===== src/rtl/retro_pkg.sv =====
// Shared constants for the retro vending front end: debounce default and
// the channel numbering used to index the per-input conditioner lanes.
package retro_pkg;

    // Default number of clk cycles a synchronized level must persist.
    localparam int DEBOUNCE_CYCLES_DEFAULT = 1000000;

    // Channel indices into the conditioner lane vectors.
    localparam int CH_COIN10  = 0;
    localparam int CH_COIN25  = 1;
    localparam int CH_NEXT    = 2;
    localparam int CH_SELECT  = 3;
    localparam int NUM_CH     = 4;

endpackage : retro_pkg


===== src/rtl/debounce_channel.sv =====
// One conditioner lane: two-flop synchronizer, counter-based debounce of the
// synchronized level, and an arm flag so that a switch already high when the
// block comes out of reset never produces an event.
module debounce_channel
    import retro_pkg::*;
#(
    parameter int DEBOUNCE_CYCLES = DEBOUNCE_CYCLES_DEFAULT
) (
    input  logic clk,
    input  logic reset,
    input  logic raw_i,
    output logic rise_o,
    output logic stable_o
);

    localparam int             CW      = $clog2(DEBOUNCE_CYCLES);
    localparam logic [CW-1:0]  CNT_MAX = CW'(DEBOUNCE_CYCLES - 1);
    localparam logic [CW-1:0]  CNT_ONE = CW'(1);
    localparam logic [CW-1:0]  CNT_ZERO = CW'(0);

    logic          sync1_q;
    logic          sync2_q;
    logic          stable_q;
    logic          stable_d;
    logic [CW-1:0] cnt_q;
    logic [CW-1:0] cnt_d;
    logic          armed_q;
    logic          armed_d;
    // primed_q[1] is set once sync2_q holds a real sample rather than its
    // reset value; the arm flag only trusts the synchronizer after that.
    logic [1:0]    primed_q;
    logic [1:0]    primed_d;
    logic          accept_s;

    // Debounce counter, acceptance of a new level, and arm/prime tracking.
    always_comb begin
        stable_d = stable_q;
        cnt_d    = cnt_q;
        accept_s = 1'b0;
        if (sync2_q == stable_q) begin
            cnt_d = CNT_ZERO;
        end else if (cnt_q != CNT_MAX) begin
            cnt_d = cnt_q + CNT_ONE;
        end else begin
            stable_d = sync2_q;
            cnt_d    = CNT_ZERO;
            accept_s = 1'b1;
        end
        primed_d = {primed_q[0], 1'b1};
        armed_d  = armed_q | (primed_q[1] & ~sync2_q & ~stable_q);
    end

    // Synchronizer, debounce and arm state, all cleared by the async reset.
    always_ff @(posedge clk or posedge reset) begin
        if (reset) begin
            sync1_q  <= 1'b0;
            sync2_q  <= 1'b0;
            stable_q <= 1'b0;
            cnt_q    <= CNT_ZERO;
            armed_q  <= 1'b0;
            primed_q <= 2'b00;
        end else begin
            sync1_q  <= raw_i;
            sync2_q  <= sync1_q;
            stable_q <= stable_d;
            cnt_q    <= cnt_d;
            armed_q  <= armed_d;
            primed_q <= primed_d;
        end
    end

    // Rise event is flagged on the edge that accepts a new high level, so the
    // registered pulse in the parent lands on that same edge.
    assign rise_o   = accept_s & sync2_q & armed_q;
    assign stable_o = stable_q;

endmodule : debounce_channel


===== src/rtl/input_conditioner_chk.sv =====
// Invariant checks on the conditioner outputs: one pulse per group per cycle,
// and a pulse only while its channel's accepted level is high.
module input_conditioner_chk
    import retro_pkg::*;
(
    input logic              clk,
    input logic              reset,
    input logic [NUM_CH-1:0] stable_i,
    input logic [NUM_CH-1:0] pulse_i
);

    a_one_coin : assert property (@(posedge clk) disable iff (reset)
        !(pulse_i[CH_COIN10] && pulse_i[CH_COIN25]));

    a_one_button : assert property (@(posedge clk) disable iff (reset)
        !(pulse_i[CH_NEXT] && pulse_i[CH_SELECT]));

    a_c10_level : assert property (@(posedge clk) disable iff (reset)
        pulse_i[CH_COIN10] |-> stable_i[CH_COIN10]);

    a_c25_level : assert property (@(posedge clk) disable iff (reset)
        pulse_i[CH_COIN25] |-> stable_i[CH_COIN25]);

    a_next_level : assert property (@(posedge clk) disable iff (reset)
        pulse_i[CH_NEXT] |-> stable_i[CH_NEXT]);

    a_sel_level : assert property (@(posedge clk) disable iff (reset)
        pulse_i[CH_SELECT] |-> stable_i[CH_SELECT]);

endmodule : input_conditioner_chk


===== src/rtl/input_conditioner.sv =====
// Front-end conditioner for the vending FSM: four debounced lanes, coin and
// button arbitration, and registered single-cycle event pulses.
module input_conditioner
    import retro_pkg::*;
#(
    parameter int DEBOUNCE_CYCLES = DEBOUNCE_CYCLES_DEFAULT
) (
    input  logic clk,
    input  logic reset,
    input  logic coin_10,
    input  logic coin_25,
    input  logic next_item,
    input  logic select,
    output logic coin_10_p,
    output logic coin_25_p,
    output logic next_item_p,
    output logic select_p
);

    logic [NUM_CH-1:0] raw_s;
    logic [NUM_CH-1:0] rise_s;
    logic [NUM_CH-1:0] stable_s;
    logic [NUM_CH-1:0] pulse_s;

    logic coin_10_p_q, coin_10_p_d;
    logic coin_25_p_q, coin_25_p_d;
    logic next_p_q,    next_p_d;
    logic select_p_q,  select_p_d;
    // A coin_10 event that lost arbitration to coin_25 in the same cycle.
    logic pend_q,      pend_d;

    assign raw_s[CH_COIN10] = coin_10;
    assign raw_s[CH_COIN25] = coin_25;
    assign raw_s[CH_NEXT]   = next_item;
    assign raw_s[CH_SELECT] = select;

    for (genvar g = 0; g < NUM_CH; g++) begin : g_ch
        debounce_channel #(
            .DEBOUNCE_CYCLES (DEBOUNCE_CYCLES)
        ) u_ch (
            .clk      (clk),
            .reset    (reset),
            .raw_i    (raw_s[g]),
            .rise_o   (rise_s[g]),
            .stable_o (stable_s[g])
        );
    end

    // Arbitration: coin_25 wins and coin_10 is deferred one cycle (never
    // dropped); select wins and a simultaneous next_item is discarded.
    always_comb begin
        coin_25_p_d = rise_s[CH_COIN25];
        pend_d      = rise_s[CH_COIN10] & rise_s[CH_COIN25];
        coin_10_p_d = pend_q | (rise_s[CH_COIN10] & ~rise_s[CH_COIN25]);
        select_p_d  = rise_s[CH_SELECT];
        next_p_d    = rise_s[CH_NEXT] & ~rise_s[CH_SELECT];
    end

    // Output pulse registers and the deferred coin_10 flag.
    always_ff @(posedge clk or posedge reset) begin
        if (reset) begin
            coin_10_p_q <= 1'b0;
            coin_25_p_q <= 1'b0;
            next_p_q    <= 1'b0;
            select_p_q  <= 1'b0;
            pend_q      <= 1'b0;
        end else begin
            coin_10_p_q <= coin_10_p_d;
            coin_25_p_q <= coin_25_p_d;
            next_p_q    <= next_p_d;
            select_p_q  <= select_p_d;
            pend_q      <= pend_d;
        end
    end

    assign coin_10_p   = coin_10_p_q;
    assign coin_25_p   = coin_25_p_q;
    assign next_item_p = next_p_q;
    assign select_p    = select_p_q;

    assign pulse_s[CH_COIN10] = coin_10_p_q;
    assign pulse_s[CH_COIN25] = coin_25_p_q;
    assign pulse_s[CH_NEXT]   = next_p_q;
    assign pulse_s[CH_SELECT] = select_p_q;

    input_conditioner_chk u_chk (
        .clk      (clk),
        .reset    (reset),
        .stable_i (stable_s),
        .pulse_i  (pulse_s)
    );

endmodule : input_conditioner


===== config.mk =====
export PLATFORM = sky130hd
export DESIGN_NAME = input_conditioner
export DESIGN_NICKNAME = d
export VERILOG_FILES = /design/src/rtl/retro_pkg.sv /design/src/rtl/debounce_channel.sv /design/src/rtl/input_conditioner_chk.sv /design/src/rtl/input_conditioner.sv
export SDC_FILE = /design/constraint.sdc
export NUM_CORES = 1
export LEC_CHECK = 0
export BUFFER_PORTS_ARGS = -buffer_cell sky130_fd_sc_hd__clkbuf_2
export CORE_ASPECT_RATIO = 0.75
export CORE_MARGIN = 1.5
export CORE_UTILIZATION = 35
export DETAILED_ROUTE_END_ITERATION = 10
export GPL_ROUTABILITY_DRIVEN = 0
export SYNTH_ARGS = -nofsm -noshare
export SYNTH_HDL_FRONTEND = slang
export SYNTH_SLANG_ARGS = --single-unit

===== constraint.sdc =====
create_clock -name clk -period 3.2 [get_ports clk]
set_input_delay 0.32 -clock clk [delete_from_list [all_inputs] [get_ports clk]]
set_output_delay 0.32 -clock clk [all_outputs]
set_load 0.005 [all_outputs]

# Word level (Yosys, flattened, before mapping)
# Index checks and enable logic that the tools add are counted.
dict set report word_totals {
  ff_bits 109
  latch_bits 0
  ram_bits 0
  romBits 0
  input_bits 6
  output_inout_bits 4
  elab_cells 103
  mem_count 0
}
dict set report op_classes {
  n_addsub 4
  multipliers 0
  div_mod_pow 0
  order_cmp 0
  n_eq_ne 8
  shift 0
  mux 16
  bitwise_logic 42
  reduce_logical 4
}
# operator n
set op_table {}
lappend op_table {{$mux W20} 8}
lappend op_table {{$add A20 B1 Y20 const B} 4}
lappend op_table {{$ne A20 B20 Y1 const B} 4}
lappend op_table {{$and A1 B1 Y1} 19}
lappend op_table {{$not A1 Y1} 18}
lappend op_table {{$mux W1} 8}
lappend op_table {{$reduce_and A2 Y1} 4}
lappend op_table {{$or A1 B1 Y1} 5}
lappend op_table {{$eq A1 B1 Y1} 4}

# Depth between registers and ports, before layout
# Gate-level depths: netlist (run 1).
dict set report depth {
  depth_word 8
  depth_mapped 7
  ltp_nobuf 5
}

# Hierarchy
# Synthesis (run 1) repeated with hierarchy kept, for this count alone.
dict set report unflattened {
  cells_unflattened 466
  hier_area_um2 5173.7
}
# mod instances cells_each area_per_inst_um2 seq_area_each_um2
set modules_own_cells {}
lappend modules_own_cells {debounce_channel 4 114 1255.0 650.6}
lappend modules_own_cells {input_conditioner 1 10 153.9 125.1}

# Worst setup path after synthesis (run 1)
# OpenSTA, ideal clock, no wires.
dict set report synth_timing {
  path_kind {reg2reg}
  from {register g_ch[2].u_ch.cnt_q[0]}
  to {register g_ch[2].u_ch.cnt_q[18]}
  setup_time_ns 0.073
  arrival_time_ns 1.918
  path_slack_ns 1.209
  path_stages_with_launch 7
  path_buffers 1
  period_less_slack_ns 1.991
  path_cell_list {dfrtp_1 > ha_1 > nand3_1 > or4_1 > buf_2 > or4_4 > a21oi_2}
}
dict set report synth_between {
  elab_chain_len 3
  word_cells_on_any_way 4
  cone_classes {add/sub: 1; eq/ne: 1; mux: 2}
}
# element line_no
set synth_lines {}
lappend synth_lines {{start: declaration} debounce_channel.sv:25} ;# logic [CW-1:0] cnt_q;
lappend synth_lines {{start signal: assignment} debounce_channel.sv:66} ;# cnt_q <= cnt_d;
lappend synth_lines {{$add A20 B1 Y20 or $ne A20 B20 Y1 (tied branches)} {debounce_channel.sv:43, debounce_channel.sv:42}}
lappend synth_lines {{$mux W20 *} debounce_channel.sv:42} ;# end else if (cnt_q != CNT_MAX) begin
lappend synth_lines {{$mux W20 *} debounce_channel.sv:40} ;# if (sync2_q == stable_q) begin
lappend synth_lines {{via g_ch[2].u_ch.cnt_d[18]} debounce_channel.sv:26} ;# logic [CW-1:0] cnt_d;
# The timed path passes the listed nets; every way through them passes the cells marked *.
# A chain may end at the register's enable or synchronous reset.

# Final worst setup path (run 1)
# Same ends and word-level chain as after synthesis.

==> impl_results.md, run 1 <==
- Status: finished clean
- Post-Syn Instances: 475
- CP endpoint: g_ch[2].u_ch.cnt_q[18]
- Slew headroom: 49.66%
- Via density: 5.234
- Clock sink total: 103
- First-pass GRT wire length: 16,050 µm
- Number of nets in the layout: 500
- Critical path's top delay family: simple AND/OR/NAND/NOR gates
- Final WL: 9151 µm
- Switching portion of total power: between 20% and 30%
- Critical path depth in cells: 5
- Share of layout cells above drive strength 1: around a tenth
- Cts repair resizes: 0
- DR DRC count: 0
- R2r endpoint: g_ch[2].u_ch.cnt_q[18]
- Worst r2r src: g_ch[2].u_ch.cnt_q[0]
- RSZ-0062 raised after global routing: false
- I/O pins: 10
- DP HPWL: 6298 µm
- H-tree depth: 3
- Critical path class: flip-flop to flip-flop
- Max IR drop VDD: 0.0002418 V
- Core footprint: around 0.014 mm²
- Reg power frac: 54.3%
- Leakage: 2.165 nW
- Worst Setup SP: g_ch[2].u_ch.cnt_q[0]
- Clock root buffer: clkbuf_16
- Hold crit path type: primary input to flip-flop
- Die H: between 100 and 150 µm
- Final Non-Filler Cells: 670
- Vias in the first global route: 3,339
- Worst-skew pair later-pin latency: 0.35 ns
- Clock power frac: between 40% and 50%
- Setup ws final: 1.090 ns
- Clock-pin slew on the worst setup and hold paths: about 0.070 ns
- Ys Warns: 0
- CP required: around 3.5 ns
- Vias: 3,507
- Grt ovf: 0
- Most frequent cells in the layout: dfrtp_1, nor2_1, xnor2_1
- Setup violations, final: 0
- Switch Pwr: 0.5852 mW
- Pwr Density: 458.5 mW/mm²
- CTS Hold Bufs: 0
- Initial antenna violation count: 0
- Fin crit share: 65.94%
- Area growth syn-to-layout: 11.27%
- Sum Neg Setup Slack: 0 ns
- Async set-reset flop share out of synthesis: 100.0%
- Final Hold Vio Count: 0
- Clock Skew: around 0.0044 ns
- Pin count of the biggest net entering global routing: between 60 and 70
- Main synth FF type: dfrtp_1
- 1st-iter DRT viols: 238
- Min Tclk post-route: 2.110 ns
- Placed insts: approximately 650
- Fmax: 473.9 MHz
- Postcts setup bufs: 0
- CTS max path bufs: 2
- Tot GR Track Use: 13.48%
- Ant. Diodes: 0
- DR WL/cell: 13.66 µm
- Setup crit start kind: flip-flop
- Commonest non-fill, non-tap cell in the layout: dfrtp_1
- Die X: 138.8 µm
- CP arrival: ~2.4 ns
- Antenna-violating nets left: 0
- Syn Nets: 485
- Number of synthesized flops with an enable pin: 0
- Die area: 0.01456 mm²
- FP Rows: 37
- Synthesized cell area: 0.004842 mm²
- Max cap viols: 0
- Yosys cell types: 51
- Reg2Reg Depth: 5
- Dpl ws: 1.093 ns
- Slew Viols, Final: 0
- Sequential area share after synthesis: 53.23%
- CP cell instances: ha_1 -> nand3_1 -> or4_1 -> or4_4 -> a21oi_2
- Initial core utilization: a little over a third
- Cts bufs inserted: 9
- R2r setup slk: 1.09 ns
- Crit Path Max Fanout: 7
- Comb power frac: 3.1%
- CTS tree: yes
- Crit path max-delay cell type: or4_1
- PortBufs: 9
- Crit end category: flip-flop
- #FFs+latches synth: roughly 100
- Pint: 1.885 mW
- Worst path max stage delay: 0.66 ns
- Worst-Margin Slew: 0.7551 ns
- Pre-Repair DR Iteration Count: 5
- Post-synthesis average cell area: just over 10 µm²
- Buf/Inv on CP: 0
-- worst reg2reg max path, cell delays in order (launching register included) --
cell	delay, ns
dfrtp_1	0.40
ha_1	0.21
nand3_1	0.11
or4_1	0.66
or4_4	0.52
a21oi_2	0.13
-- Yosys cell counts (8+ instances only) --
master,number,share of area (%)
a21oi_1,19,2.0
xor2_1,23,4.2
nand4_1,24,3.1
or3_1,8,1.0
or4_1,9,1.4
xnor2_1,32,5.8
nor3_1,12,1.2
inv_1,16,1.2
dfrtp_1,103,53
nor4_1,16,2.1
nand2_1,26,2.0
nand3_1,24,2.5
and3_1,13,1.7
o21ai_0,8,0.83
nor2_1,68,5.3
-- how the worst min path moves through the flow --
stage | startpoint | end | slack (ns) | depth (start not counted)
6_report | coin_10 | g_ch[0].u_ch.sync1_q | 0.07 | 1
5_1_grt | next_item | g_ch[2].u_ch.sync1_q | 0.05 | 1
4_1_cts | coin_10 | g_ch[0].u_ch.sync1_q | 0.05 | 1
3_5_place_dp | g_ch[2].u_ch.sync1_q | g_ch[2].u_ch.sync2_q | 0.33 | 0
3_3_place_gp | g_ch[3].u_ch.primed_q[0] | g_ch[0].u_ch.primed_q[1] | 0.33 | 0
2_1_floorplan | g_ch[3].u_ch.primed_q[0] | g_ch[0].u_ch.primed_q[1] | 0.33 | 0
-- kinds of logic after synthesis --
logic type / count (synthesis) / synth area share [%]
buffers and inverters: 26 / 2.222
and+or+nand+nor: 230 / 25.56
adders and majority gates: 4 / 1.034
muxes: 4 / 0.9302
other: 1 / 0.07745
DFF: 103 / 53.23
AOI/OAI and AO/OA: 52 / 7.003
xor gates and xnor gates: 55 / 9.948
-- power groups by stage --
stage	logic (mW)	clock network, mW	registers, mW
2_1_floorplan	0.0601	0	1.36
3_3_place_gp	0.0789	0	1.36
3_5_place_dp	0.0806	0	1.37
4_1_cts	0.0810	1.09	1.34
5_1_grt	0.0905	1.15	1.34
6_report	0.0775	1.05	1.34
-- per-layer routing --
metal	vias to the layer above	global-route usage (%)	part of all wire (%)
met5	-	0	0
met4	0	4.315	1.3
met3	12	3.621	4.0
met2	57	19.31	43
met1	1716	19.69	52
li1	1722	-	-
-- state kept, by name, indices dropped and copies added (netlist names) --
register	count
g_ch.u_ch.stable_o	4
g_ch.u_ch.primed_q	2
pend_q	1
coin_10_p	1
coin_25_p	1
g_ch.u_ch.sync1_q	4
select_p	1
g_ch.u_ch.armed_q	4
g_ch.u_ch.cnt_q	80
next_item_p	1
g_ch.u_ch.sync2_q	4
-- metrics by stage --
stage | hold slack (ns) | area, µm² | power, mW | utilization (%)
after floorplan | 0.3312 | 4842 | 1.418 | -
after global placement | 0.3344 | 5099 | 1.443 | 37.46
after detailed placement | 0.3347 | 5099 | 1.446 | 37.46
after CTS | 0.05421 | 5388 | 2.514 | 39.58
after global routing | 0.05091 | 5388 | 2.588 | 39.58
final | 0.07015 | 5388 | 2.470 | 39.58
-- final cells by class --
| type | instances | area [µm²] |
|---|---|---|
| Clock buffer | 9 | 225.2 |
| Clock inverter | 7 | 63.81 |
| Fill cell | 1369 | 8223 |
| Inverter | 16 | 62.56 |
| Multi-Input combinational cell | 346 | 2157 |
| Sequential cell | 103 | 2577 |
| Tap cell | 175 | 219.0 |
| Timing Repair Buffer | 14 | 82.58 |
Power figures use the tool's default switching activity.
==> run 2: changes to the inputs <==
==> constraint.sdc (replaced) <==
create_clock -name clk -period 1.76 [get_ports clk]
set_input_delay 0.176 -clock clk [delete_from_list [all_inputs] [get_ports clk]]
set_output_delay 0.176 -clock clk [all_outputs]
set_load 0.005 [all_outputs]
==> run 2 against run 1 <==
Net effect:
- the flow now finishes with violations (negative setup slack)
- via count up 11%
- clock power rose by 95%
- highest routed layer unchanged
- die area stayed put
- flip-flop and latch count did not move
- worst setup slack worse by 1.1 ns
- wire length grew 15%
==> impl_results.md, run 2 (synthesis gave the netlist of run 1 again) <==
- CTS tree: yes
- Clock Skew: 0.006778 ns (+0.002343 ns)
- Clock-pin slew on the worst setup and hold paths: 0.07 ns (about the same)
- Number of nets in the layout: 580 (+16%)
- Most frequent cells in the layout: dfrtp_1, buf_4, nor2_1
- Via density: 5.195 (-0.76%)
- H-tree depth: 3 (unchanged)
- Antenna-violating nets left: 0 (unchanged)
- First-pass GRT wire length: 18,000 µm (+12%)
- Pin count of the biggest net entering global routing: 65 (+4.8%)
- Leakage: 2.623 nW (+21%)
- Setup violations, final: 1 (+1)
- Core footprint: 0.01361 mm² (unchanged)
- Setup crit start kind: flip-flop
- Worst-Margin Slew: 0.5228 ns (-0.2323 ns)
- Worst hold margin: 0.2989 ns (+0.2288 ns)
- Initial core utilization: 35.58% (unchanged)
- Reg2Reg Depth: 5 (unchanged)
- Final Hold Vio Count: 0 (unchanged)
- Setup ws final: -0.03432 ns (-1.124 ns)
- Largest reg by FF count: g_ch.u_ch.cnt_q
- I/O pins: 10 (unchanged)
- Die area: 0.01456 mm² (unchanged)
- Commonest non-fill, non-tap cell in the layout: dfrtp_1
- CP arrival: 2.07 ns (-0.32 ns)
- DR WL/cell: 14.01 µm (+2.6%)
- R2r endpoint: g_ch[2].u_ch.cnt_q[18]
- Pre-Repair DR Iteration Count: 5 (unchanged)
- Post-route cell area: 0.006337 mm² (+18%)
- PortBufs: 9 (unchanged)
- Max FFs per register: 80 (unchanged)
- Crit Path Max Fanout: 7 (unchanged)
- RSZ-0062 raised after global routing: true
- Hold crit path type: primary input to async pin
- Final WL: 10,510 µm (+15%)
- Slew headroom: 64.90% (+15 points)
- Cts bufs inserted: 9 (unchanged)
- Register Area: 0.002585 mm² (+0.29%)
- Clock root buffer: clkbuf_16
- Min Tclk post-route: 1.794 ns (-0.3158 ns)
- Fmax: 557.3 MHz (+18%)
- R2r setup slk: -0.03 ns (-1.12 ns)
- Max cap viols: 0 (unchanged)
- Initial antenna violation count: 0 (unchanged)
- Worst r2r src: g_ch[2].u_ch.cnt_q[1]
- CP required: 2.04 ns (-1.44 ns)
- Status: finished, violations left
- Die X: 138.8 µm (unchanged)
- Tot GR Track Use: 15.04% (+1.6 points)
- Area growth syn-to-layout: 30.88%
- Critical path class: flip-flop to flip-flop
- Ant. Diodes: 0 (unchanged)
- Grt ovf: 0 (unchanged)
- DP HPWL: 7136 µm (+13%)
- Slew Viols, Final: 0 (unchanged)
- Max IR drop VDD: 0.0005072 V (+110%)
- DR DRC count: 0 (unchanged)
- Vias in the first global route: 3,736 (+12%)
- Vias: 3,896 (+11%)
- CTS max path bufs: 2 (unchanged)
- Crit end category: flip-flop
- DP Area: 0.005640 mm² (+11%)
- Die H: 104.9 µm (unchanged)
- Share of layout cells above drive strength 1: 29.39% (+19 points)
- Dpl ws: -0.1612 ns (-1.254 ns)
- Filler Cell Count: 1,272 (-7.1%)
- Multi-input gate area: 0.002419 mm² (+12%)
- Fin crit share: 101.9% (+36 points)
- Clock sink total: 103 (unchanged)
- Worst-skew pair later-pin latency: 0.34 ns (about the same)
- Failing checks: negative setup slack
- 1st-iter DRT viols: 190 (-20%)
- Pwr Density: 740.5 mW/mm² (+61%)
- FP Rows: 37 (unchanged)
run 2: cell types whose count changed in the layout (fill, tap and decap cells not counted), moves of 5 or more:
cell,change
buf_4,+66
a21oi_1,-7
a21oi_2,+7
nor4_1,-7
dfrtp_1,-6
dfrtp_2,+6
or4_1,-6
or4_4,+6
dlygate4sd3_1,+5
run 2: how the worst max path moves through the flow:
stage / startpoint / to / slack [ns]
2_1_floorplan: g_ch[2].u_ch.cnt_q[0] / g_ch[2].u_ch.cnt_q[18] / -0.1
3_3_place_gp: g_ch[2].u_ch.cnt_q[1] / g_ch[2].u_ch.cnt_q[18] / -0.12
3_5_place_dp: g_ch[2].u_ch.cnt_q[1] / g_ch[2].u_ch.cnt_q[18] / -0.16
4_1_cts: g_ch[2].u_ch.cnt_q[1] / g_ch[2].u_ch.cnt_q[18] / -0.06
5_1_grt: g_ch[2].u_ch.cnt_q[1] / g_ch[2].u_ch.cnt_q[18] / -0.14
6_report: g_ch[2].u_ch.cnt_q[1] / g_ch[2].u_ch.cnt_q[18] / -0.03
run 2: power by group:
part,switching (mW),internal [mW],total (mW)
clock,0.870,1.18,2.05
combinational,0.125,0.0887,0.214
sequential,0.0307,2.40,2.43
run 2: cell type report:
type,instances,share of cell area [%]
Timing Repair Buffer,92,11.71
Multi-Input combinational cell,348,38.16
Inverter,16,1.007
Sequential cell,103,40.79
Tap cell,175,3.455
Clock buffer,11,3.988
Clock inverter,5,0.8884
run 2: per-layer routing:
layer / global-route usage, % / vias to the layer above / routed length (µm)
met1: 21.27 / 1935 / 5250
met4: 4.241 / 0 / 134
li1: - / 1889 / -
met5: 0 / - / 0
met3: 3.437 / 13 / 377
met2: 23.16 / 59 / 4749
run 2: metrics by stage:
step | std cells | TNS, ns | power (mW) | util, %
floorplan | 475 | -0.1035 | 2.584 | -
detailed placement | 715 | -1.395 | 2.674 | 41.44
CTS | 740 | -0.09044 | 4.752 | 44.74
finish | 750 | -0.03432 | 4.693 | 46.56
global route | 750 | -0.5853 | 4.879 | 46.56
global placement | 715 | -0.6980 | 2.667 | 41.44
run 2: repair_timing:
action,in CTS,in global routing
pin swaps,8,17
gates cloned,1,1
hold buffers,5,0
setup endpoints to repair,27,51
hold endpoints to repair,12,0
gates resized for setup,11,37
setup buffers,3,9
run 2: worst max-delay path: stages, from the launching register on:
cell	delay, ns
dfrtp_1	0.36
ha_2	0.21
nand3_2	0.08
or4_4	0.47
or4_4	0.50
a21oi_2	0.12
==> run 3: changes to the inputs <==
--- a/config.mk
+++ b/config.mk
@@ -5,6 +5,7 @@
 export SDC_FILE = /design/constraint.sdc
 export NUM_CORES = 1
 export LEC_CHECK = 0
+export ABC_AREA = 1
 export BUFFER_PORTS_ARGS = -buffer_cell sky130_fd_sc_hd__clkbuf_2
 export CORE_ASPECT_RATIO = 0.75
 export CORE_MARGIN = 1.5
@@ -14,3 +15,4 @@
 export SYNTH_ARGS = -nofsm -noshare
 export SYNTH_HDL_FRONTEND = slang
 export SYNTH_SLANG_ARGS = --single-unit
+export TNS_END_PERCENT = 100
==> run 3 against run 2 <==
Net effect:
- the run now ends clean
- cell count is 20% higher
- register-to-register slack better by 0.23 ns
- total power is 0.56% lower
- sequential share of layout area is 1.2 points higher
- combinational power is 10% lower
- worst setup slack better by 0.23 ns
- via count is 1.4% higher
- worst hold slack better by 0.047 ns
- wire length is 2.1% lower
- synthesized cell count is 38% higher
- sequential power hardly changed
- critical path type unchanged
- largest power group unchanged
==> impl_results.md, run 3 <==
- 1st-iter DRT viols: 219 (+15%)
- #FFs+latches synth: 103 (unchanged)
- Crit end category: flip-flop
- Synth cell count leaders: nor2_1, nand2_1, dfrtp_1, inv_1, nand3_1
- Antenna-violating nets left: 0 (unchanged)
- Most frequent cell after synthesis: nor2_1
- Yosys cell types: 33 (-35%)
- First-pass GRT wire length: 18,380 µm (+2.1%)
- I/O pins: 10 (unchanged)
- Pin count of the biggest net entering global routing: 37 (-43%)
- Met2 wire len: 4272 µm (-10%)
- Number of nets in the layout: 698 (+20%)
- Routed length on met1: 5616 µm (+7.0%)
- Pre-Repair DR Iteration Count: 4 (-1)
- Main synth FF type: dfrtp_1
- Tot GR Track Use: 14.09% (-0.95 points)
- Postcts setup bufs: 0 (-3)
- Synthesized cell area: 0.005403 mm² (+12%)
- CP required: 2.00 ns (-0.04 ns)
- Worst-skew pair later-pin latency: 0.35 ns (about the same)
- Worst Setup SP: g_ch[3].u_ch.cnt_q[0]
- Die area: 0.01620 mm² (+11%)
- Filler Cell Count: 1,553 (+22%)
- Ant. Diodes: 0 (unchanged)
- Worst r2r src: g_ch[3].u_ch.cnt_q[0]
- Status: finished clean
- Final core utilization: 40.49% (-6.1 points)
- Clock sink total: 103 (unchanged)
- Clock root buffer: clkbuf_16
- CP endpoint: g_ch[3].u_ch.cnt_q[13]
- Number of synthesized flops with an enable pin: 0 (unchanged)
- Synth Area in Adders: 0.9264% (-0.11 points)
- H-tree depth: 3 (unchanged)
- Largest reg by FF count: g_ch.u_ch.cnt_q
- Area fraction in compound gates after synthesis: 2.571% (-4.4 points)
- Max IR drop VDD: 0.0004935 V (-2.7%)
- Leakage: 2.674 nW (+2.0%)
- Clock Skew: 0.004785 ns (-0.001993 ns)
- CP arrival: 1.81 ns (-0.26 ns)
- Area growth syn-to-layout: 13.73%
- Vias: 3,952 (+1.4%)
- Fin crit share: 89.15% (-13 points)
- DP HPWL: 7712 µm (+8.1%)
- Simple-Gate Fraction of Synth Area: 35.83% (+10 points)
- Worst hold margin: 0.3461 ns (+0.04712 ns)
- Pwr Density: 759.4 mW/mm² (+2.6%)
- Final WL: 10,290 µm (-2.1%)
- Critical path class: flip-flop to flip-flop
- Post-synthesis mux area share: 0% (-0.93 points)
- Placed insts: 877 (+23%)
- R2r endpoint: g_ch[3].u_ch.cnt_q[13]
- Largest family of logic cells by synthesized area: simple AND/OR/NAND/NOR gates
- Grt ovf: 0 (unchanged)
- Cell taking the most area after synthesis: dfrtp_1
- Async set-reset flop share out of synthesis: 100.0% (unchanged)
- Post-synthesis xor/xnor area fraction: 7.272% (-2.7 points)
- Ys Warns: 0 (unchanged)
- Final Hold Vio Count: 0 (unchanged)
- Synth top area cells: dfrtp_1, nor2_1, nand2_1
- Syn Nets: 666 (+37%)
- Via density: 4.401 (-15%)
- Post-Syn Instances: 656 (+38%)
- RSZ-0062 raised after global routing: false
- Most frequent cells in the layout: nor2_1, nand2_1, dfrtp_1
- Post-synthesis average cell area: 8.236 µm² (-19%)
- Slew Viols, Final: 0 (unchanged)
- Fmax: 637.3 MHz (+14%)
- DR WL/cell: 11.46 µm (-18%)
- Hold crit path type: flip-flop to flip-flop
- Die X: 146.5 µm (+5.5%)
- Sequential area share after synthesis: 47.71% (-5.5 points)
- Setup crit start kind: flip-flop
- Max FFs per register: 80 (unchanged)
- Cts bufs inserted: 9 (unchanged)
- R2r setup slk: 0.19 ns (+0.23 ns)
- Reg2Reg Depth: 8 (+3)
- FP Rows: 39 (+5.4%)
- Synth top area share: 47.71% (-5.5 points)
- Clock-pin slew on the worst setup and hold paths: 0.07 ns (about the same)
- Initial antenna violation count: 0 (unchanged)
- Setup violations, final: 0 (-1)
- PortBufs: 9 (unchanged)
- Core footprint: 0.01518 mm² (+11%)
- CTS max path bufs: 2 (unchanged)
- Min Tclk post-route: 1.569 ns (-0.2253 ns)
- Vias in the first global route: 3,824 (+2.4%)
- Crit Path Max Fanout: 8 (+1)
- Sum Neg Setup Slack: 0 ns (+0.03432 ns)
- Final Non-Filler Cells: 898 (+20%)
- Max cap viols: 0 (unchanged)
- CTS tree: yes
- Die H: 110.6 µm (+5.5%)
- Share of layout cells above drive strength 1: 13.71% (-16 points)
- DR DRC count: 0 (unchanged)
- Tot Pwr: 4.666 mW (-0.56%)
- Max Used Layer: met4
- Initial core utilization: 35.60% (about the same)
- Commonest non-fill, non-tap cell in the layout: nor2_1
- Met3 wire length: 321 µm (-15%)
-- run 3: cell types whose count changed after synthesis, moves of 11 or more --
cell / before / now
and3_1: 13 / 0
inv_1: 16 / 73
nand2_1: 26 / 121
nand2_2: 0 / 12
nand3_1: 24 / 45
nand4_1: 24 / 8
nor2_1: 68 / 152
nor2_4: 0 / 11
nor4_1: 16 / 0
xnor2_1: 32 / 20
-- run 3: per-layer routing --
metal  global-route usage [%]  vias to the layer above
li1                         -                     2108
met1                    21.09                     1792
met2                    20.41                       43
met3                    3.595                        9
met4                    3.030                        0
met5                        0                        -
-- run 3: report_power, final --
| part | switching, mW | internal [mW] |
|---|---|---|
| sequential | 0.0267 | 2.40 |
| clock | 0.899 | 1.15 |
| combinational | 0.125 | 0.0667 |
-- run 3: critical path: stages (launching register included) --
cell and delay [ns]:
dfrtp_1 0.38, ha_1 0.21, inv_1 0.11, nor3_4 0.28, nand3_2 0.18, nand2_4 0.14, inv_2 0.06, nand2_1 0.06
nor2_1 0.04
-- run 3: cell families after synthesis --
| kind of cell | count (synthesis) |
|---|---|
| fa+ha+maj | 4 |
| buf+inv | 79 |
| other cells | 1 |
| simple gates | 401 |
| flops | 103 |
| xor+xnor | 44 |
| compound gates | 24 |
-- run 3: final cells by class --
cell class,count,area [µm²],area share [%]
flip-flops and latches,103,2577,41.95
multi-input cells,474,2524,41.07
inverters,77,292.8,4.765
well taps,205,256.5,4.174
clock buffers,10,239.0,3.889
repair buffers,23,187.7,3.054
clock inverters,6,67.56,1.100
-- run 3: repair_timing --
item / 4_1_cts / 5_1_grt
hold buffers: 5 / 0
resized for setup: 0 / 1
setup endpoints to repair: 0 / 10
hold endpoints to repair: 16 / 0
-- run 3: metrics by stage --
| stage | area [µm²] | setup slack, ns |
|---|---|---|
| floorplan | 5406 | 0.3524 |
| global placement | 5786 | 0.1973 |
| detailed placement | 5786 | 0.1301 |
| CTS | 6142 | 0.1222 |
| global route | 6145 | 0.01590 |
| finish | 6145 | 0.1910 |
-- run 3: how the worst min path moves through the flow --
stage / startpoint / to / slack, ns / depth (start not counted)
finish: g_ch[3].u_ch.primed_q[0] / g_ch[0].u_ch.primed_q[1] / 0.35 / 0
global route: g_ch[3].u_ch.primed_q[0] / g_ch[0].u_ch.primed_q[1] / 0.35 / 0
CTS: g_ch[2].u_ch.sync1_q / g_ch[2].u_ch.sync2_q / 0.35 / 0
detailed placement: reset / g_ch[3].u_ch.cnt_q[13] / 0.19 / 2
global placement: reset / g_ch[3].u_ch.cnt_q[13] / 0.19 / 2
floorplan: coin_10 / g_ch[0].u_ch.sync1_q / 0.21 / 0
